--- src/rtl/gh_fifo_pkg.sv ---
// Shared definitions for the gh FIFO pointer controllers: default address
// width, pointer type and the binary-to-Gray helper used by both the read
// and write sides.
package gh_fifo_pkg;

    // Default RAM address width; FIFO depth is 2**DEF_ADDR_W.
    localparam int DEF_ADDR_W = 4;

    // Pointer with one extra MSB acting as the wrap bit.
    typedef logic [DEF_ADDR_W:0] ptr_t;

    // Binary to Gray on a 32-bit container; callers size-cast to their width.
    function automatic logic [31:0] bin2gray(input logic [31:0] bin);
        return bin ^ (bin >> 1);
    endfunction

endpackage

--- src/rtl/gh_gray2binary.sv ---
// Parameterized combinational Gray-to-binary converter.
// Each binary bit is the XOR of all Gray bits at and above its position.
module gh_gray2binary #(
    parameter int W = 5
) (
    input  logic [W-1:0] gray,
    output logic [W-1:0] bin
);

    // Prefix-XOR from the MSB down, written as a reduction per bit.
    always_comb begin
        // NOTE: assigning a default before the loop keeps every bit driven on every pass, so no latch is inferred.
        bin = '0;
        for (int i = 0; i < W; i++) begin
            bin[i] = ^(gray >> i);
        end
    end

endmodule

--- src/rtl/gh_fifo_rd_ctrl.sv ---
// Read-side pointer controller for the UART asynchronous FIFOs.
// Synchronizes the Gray write pointer into the read domain, keeps the read
// pointer, and produces the RAM read address, empty, count and underflow.
// Optional macro GH_FIFO_SYNC3_EN selects a 3-flop synchronizer (default 2).
module gh_fifo_rd_ctrl
    import gh_fifo_pkg::*;
#(
    parameter int ADDR_W = DEF_ADDR_W
) (
    input  logic              clk,
    input  logic              rst,
    input  logic              rd,
    input  logic [ADDR_W:0]   wr_gray_i,
    output logic [ADDR_W-1:0] rd_addr,
    output logic [ADDR_W:0]   rd_gray_o,
    output logic              empty,
    output logic [ADDR_W:0]   count,
    output logic              underflow
);

    localparam int PW = ADDR_W + 1;

`ifdef GH_FIFO_SYNC3_EN
    localparam int SYNC_STAGES = 3;
`else
    localparam int SYNC_STAGES = 2;
`endif

    logic [PW-1:0] sync_q [SYNC_STAGES];
    logic [PW-1:0] wr_gray_s;
    logic [PW-1:0] wr_bin_s;
    logic [PW-1:0] rd_bin;
    logic [PW-1:0] rd_bin_next;
    logic          accept;

    // Plain flop chain carrying the write pointer into the read domain.
    always_ff @(posedge clk or posedge rst) begin
        if (rst) begin
            for (int i = 0; i < SYNC_STAGES; i++) begin
                sync_q[i] <= '0;
            end
        end else begin
            // NOTE: non-blocking updates make every stage sample its pre-edge input, so the chain shifts one stage per clock.
            sync_q[0] <= wr_gray_i;
            for (int i = 1; i < SYNC_STAGES; i++) begin
                sync_q[i] <= sync_q[i-1];
            end
        end
    end

    assign wr_gray_s = sync_q[SYNC_STAGES-1];

    gh_gray2binary #(
        .W (PW)
    ) u_wr_g2b (
        .gray (wr_gray_s),
        .bin  (wr_bin_s)
    );

    // A read is accepted only when data is present; the pointer wraps naturally.
    assign accept      = rd && !empty;
    assign rd_bin_next = accept ? rd_bin + PW'(1) : rd_bin;

    // Read pointer, its Gray image and the underflow pulse share one edge.
    always_ff @(posedge clk or posedge rst) begin
        if (rst) begin
            rd_bin    <= '0;
            rd_gray_o <= '0;
            underflow <= 1'b0;
        end else begin
            rd_bin    <= rd_bin_next;
            rd_gray_o <= PW'(bin2gray(32'(rd_bin_next)));
            underflow <= rd && empty;
        end
    end

    // Status is decoded from registered pointers only.
    assign empty   = (rd_gray_o == wr_gray_s);
    assign count   = wr_bin_s - rd_bin;
    assign rd_addr = rd_bin[ADDR_W-1:0];

endmodule
--- config.mk ---
export PLATFORM = sky130hd
export DESIGN_NAME = gh_fifo_rd_ctrl
export DESIGN_NICKNAME = d
export VERILOG_FILES = /design/src/rtl/gh_fifo_pkg.sv /design/src/rtl/gh_gray2binary.sv /design/src/rtl/gh_fifo_rd_ctrl.sv
export SDC_FILE = /design/constraint.sdc
export NUM_CORES = 1
export LEC_CHECK = 0
export BUFFER_PORTS_ARGS = -buffer_cell sky130_fd_sc_hd__buf_4
export CORE_MARGIN = 1
export CORE_UTILIZATION = 33
export DETAILED_ROUTE_END_ITERATION = 10
export RECOVER_POWER = 100
export SLEW_MARGIN = 10
export SYNTH_ARGS = -nofsm -noshare
export SYNTH_HDL_FRONTEND = slang
export SYNTH_SLANG_ARGS = --single-unit
--- constraint.sdc ---
create_clock -name clk -period 4.49 [get_ports clk]
set_input_delay 0.2245 -clock clk [delete_from_list [all_inputs] [get_ports clk]]
set_output_delay 0.2245 -clock clk [all_outputs]
set_load 0.01 [all_outputs]
==> flow_metrics.py <==
metrics = {
    "setup_path": {
        "startpoint_type": "register",
        "worstSetupEndpointType": "primary output",
        "critPathArrivalTime_ps": 2880,
        "max_fo_critical_path": 3,
        "worst-endpoint-required_ps": 4270,
        "r2r_slack_ps": 2310,
        "path_class": "register to primary output",
    },
    "global_route": {
        "global_route_wire_length_before_repair_um": 2663,
        "global_route.overflow_total": 0,
        "grt_max_degree": 21,
        "number_of_global_route_vias_before_repair": 556,
        "groute.usage.overall_pct": 11.25,
        "grt.busiest_layer": "met2",
        "antenna_found_initial": 0,
        "gr-usage-met1_pct": 14.89,
        "global_route.usage.met2_pct": 16.97,
        "groute.layer.met3.usage_pct": 4.082,
    },
    "yosys": {
        "ys_seq_area_share_pct": 49.81,
        "synth_top_cell_area_share_pct": 49.81,
        "syn_area_per_cell_um2": 12.10,
        "post_synthesis_net_count": 97,
        "netlist_top_cells_area": "sky130_fd_sc_hd__dfrtp_1 50%, sky130_fd_sc_hd__xor2_1 9.6%, sky130_fd_sc_hd__xnor2_1 7.8%",
        "yosys_warnings": 0,
        "synth.distinct_cells": 24,
        "synthDominantAreaCellType": "sky130_fd_sc_hd__dfrtp_1",
        "postSynthCellCount": 83,
        "synth_seq_cells": 20,
        "post_synth_instance_area_um2": 1005,
    },
    "job": {
        "maxCapViolCount": 0,
    },
    "timing": {
        "timing.final.ws_setup_ps": 1385,
        "rel_slew_slack_pct": 33.50,
        "final.min_clock_period_ps": 3105,
        "final_max_slew_viol_count": 0,
        "finClkSkew_ps": 10.76,
        "tns_ps": 0,
        "worst_slew_pin_slew_ps": 988.6,
        "setup_viol": 0,
        "setup_repair_after_global_routing_missed_its_margin": "no",
        "max_freq_mhz": 322.0,
        "timing.final.crit_share_pct": 69.16,
        "final_hold_viols": 0,
    },
    "clock_tree": {
        "root_buffer": "sky130_fd_sc_hd__clkbuf_4",
        "clock_latency_ps": 300,
        "cts_buf_count": 3,
        "clkSinkCount": 20,
        "clockBufferDepth": 2,
        "cts_resized": 0,
        "cts_tree": "built",
        "clkTransAtPathRegs_ps": 120,
        "clock_tree.htree_level_count": 1,
    },
    "routing": {
        "drt-pass1-iter-count": 7,
        "route.antenna.remaining_nets": 0,
        "drtIter0Drc": 18,
        "drt-vias-per-instance": 4.486,
        "route.detailed.wl_per_inst_um": 12.09,
        "drt_wl_total_um": 1717,
        "num_vias": 637,
        "post-route-drc-count": 2,
    },
    "placed_design": {
        "hpwlAfterDp_um": 1278,
        "gpl.final_weighted_congestion": 0.7611,
        "port_buffers": 23,
        "dp_worst_setup_slack_ps": 1723,
        "postPlaceCellArea_um2": 1212,
        "numPlacedInstances": 136,
    },
    "floorplanning": {
        "core_area_um2": 2829,
        "floorplan.initialDensity_pct": 35.52,
        "floorplan.die.height_um": 57.18,
        "die_x_um": 57.18,
        "die-area_um2": 3269,
        "ios": 24,
        "core.rowCount": 19,
    },
    "layout": {
        "ff_latch_area_um2": 500.5,
        "finalNetCount": 126,
        "post_route_cells_drive_above_1_share_pct": 11.71,
        "final_cell_count_no_fill": 142,
        "post-route-cell-area_um2": 1184,
        "diodes": 0,
        "multi_input_area_um2": 417.9,
        "fillCellCount": 284,
        "synthToLayoutAreaGrowth_pct": 17.81,
    },
    "hold_path": {
        "holdCritPathClass": "primary input to async pin",
    },
    "outcome": {
        "violated_checks": "design-rule violations",
        "status": "complete, but fails checks",
    },
    "power": {
        "worst_voltage_drop_across_the_vdd_grid_mv": 0.2484,
        "leakage_uw": 0.0005549,
        "pwr_density_cell_nw_per_um2": 738.5,
    },
}
## Yosys cell counts
master	instances
sky130_fd_sc_hd__xnor2_1	9
sky130_fd_sc_hd__a21boi_4	1
sky130_fd_sc_hd__o32ai_2	1
sky130_fd_sc_hd__nor3_1	1
sky130_fd_sc_hd__xor2_1	11
sky130_fd_sc_hd__nand3_1	1
sky130_fd_sc_hd__nand2_1	4
sky130_fd_sc_hd__and3_2	1
sky130_fd_sc_hd__nor3_4	1
sky130_fd_sc_hd__fa_1	1
sky130_fd_sc_hd__a21o_1	2
sky130_fd_sc_hd__a211oi_2	1
sky130_fd_sc_hd__o21ai_0	2
sky130_fd_sc_hd__buf_1	1
sky130_fd_sc_hd__mux2i_1	2
sky130_fd_sc_hd__and2_4	1
sky130_fd_sc_hd__dfrtp_1	20
sky130_fd_sc_hd__nor2_1	1
sky130_fd_sc_hd__a2bb2oi_1	1
sky130_fd_sc_hd__xor2_2	1
sky130_fd_sc_hd__ha_1	5
sky130_fd_sc_hd__inv_1	10
sky130_fd_sc_hd__nand4_1	1
sky130_fd_sc_hd__a21oi_1	4
## area by class of cell
type	instances	share of cell area [%]
inverter	10	3.171
tap	31	3.277
clock buffer	3	1.903
timing repair buffer	25	11.52
sequential	20	42.28
clock inverter	1	2.537
multi-input combinational	52	35.31
## cell usage in the layout, fill, tap and decap left out, types with 2 or more instances in the layout
cell and n:
sky130_fd_sc_hd__a21o_1 2, sky130_fd_sc_hd__a21oi_1 4, sky130_fd_sc_hd__buf_4 2, sky130_fd_sc_hd__clkbuf_1 15, sky130_fd_sc_hd__clkbuf_4 9, sky130_fd_sc_hd__dfrtp_1 20
sky130_fd_sc_hd__dlygate4sd3_1 2, sky130_fd_sc_hd__ha_1 5, sky130_fd_sc_hd__inv_1 10, sky130_fd_sc_hd__mux2i_1 2, sky130_fd_sc_hd__nand2_1 4, sky130_fd_sc_hd__nor3_1 2
sky130_fd_sc_hd__o21ai_0 2, sky130_fd_sc_hd__xnor2_1 9, sky130_fd_sc_hd__xor2_1 12
## cell families after synthesis
kind of cell,share of synthesized area (%)
AND/OR/NAND/NOR,6.724
adder cells (fa/ha/maj),8.219
buffers and inverters,4.110
XOR/XNOR,19.05
multiplexers,1.993
AO/OA/AOI/OAI,10.09
flip-flops,49.81
## layer usage
metal,up-vias,part of all wire [%]
met2,24,48
met1,288,46
met4,0,0
met3,0,5.6
met5,-,0
li1,325,-
## timing repair
action / 4_1_cts / 5_1_grt
hold buffers: 0 / 2
buffers inserted: 0 / 0
endpoints found under the hold margin: 0 / 2
setup endpoints to repair: 0 / 0
## flip-flops by register name (all words and copies together) (netlist names)
name       count
sync_q         5
rd_bin         5
wr_gray_s      5
underflow      1
rd_gray_o      4
## report_power, final
part           internal, uW  switching (uW)
logic                   192             250
registers               230            55.8
clock network          90.1            56.4
total                   512             362
## worst max-delay path, stage by stage (launching register included)
cell and delay (ps):
sky130_fd_sc_hd__dfrtp_1 410, sky130_fd_sc_hd__xor2_1 190, sky130_fd_sc_hd__xnor2_1 240, sky130_fd_sc_hd__xor2_1 380, sky130_fd_sc_hd__xor2_1 120, sky130_fd_sc_hd__ha_1 230
sky130_fd_sc_hd__fa_1 410, sky130_fd_sc_hd__inv_1 80, sky130_fd_sc_hd__a21o_1 110, sky130_fd_sc_hd__a21oi_1 70, sky130_fd_sc_hd__xor2_1 170, sky130_fd_sc_hd__clkbuf_1 170
## path summary, 6_finish.rpt
path,startpoint,depth (start not counted),to
max,wr_gray_s[4],11,count[4]
min,rst,2,rd_gray_o[0]
max reg2reg,rd_bin[4],5,rd_gray_o[0]
min reg2reg,sync_q[6],0,wr_gray_s[1]
max in group asynchronous,rst,2,rd_bin[3]
min in group clk,wr_gray_i[0],1,sync_q[5]
## through the flow
step	util, %	power, uW	hold slack [ps]
after CTS	44.71	991.5	7.968
after global routing	41.84	941.5	21.26
after floorplan	-	629.9	188.3
after detailed placement	42.86	837.0	334.7
final	41.84	874.1	46.30
after global placement	42.86	832.4	331.2
No activity file was read; power rests on OpenSTA's default activity.
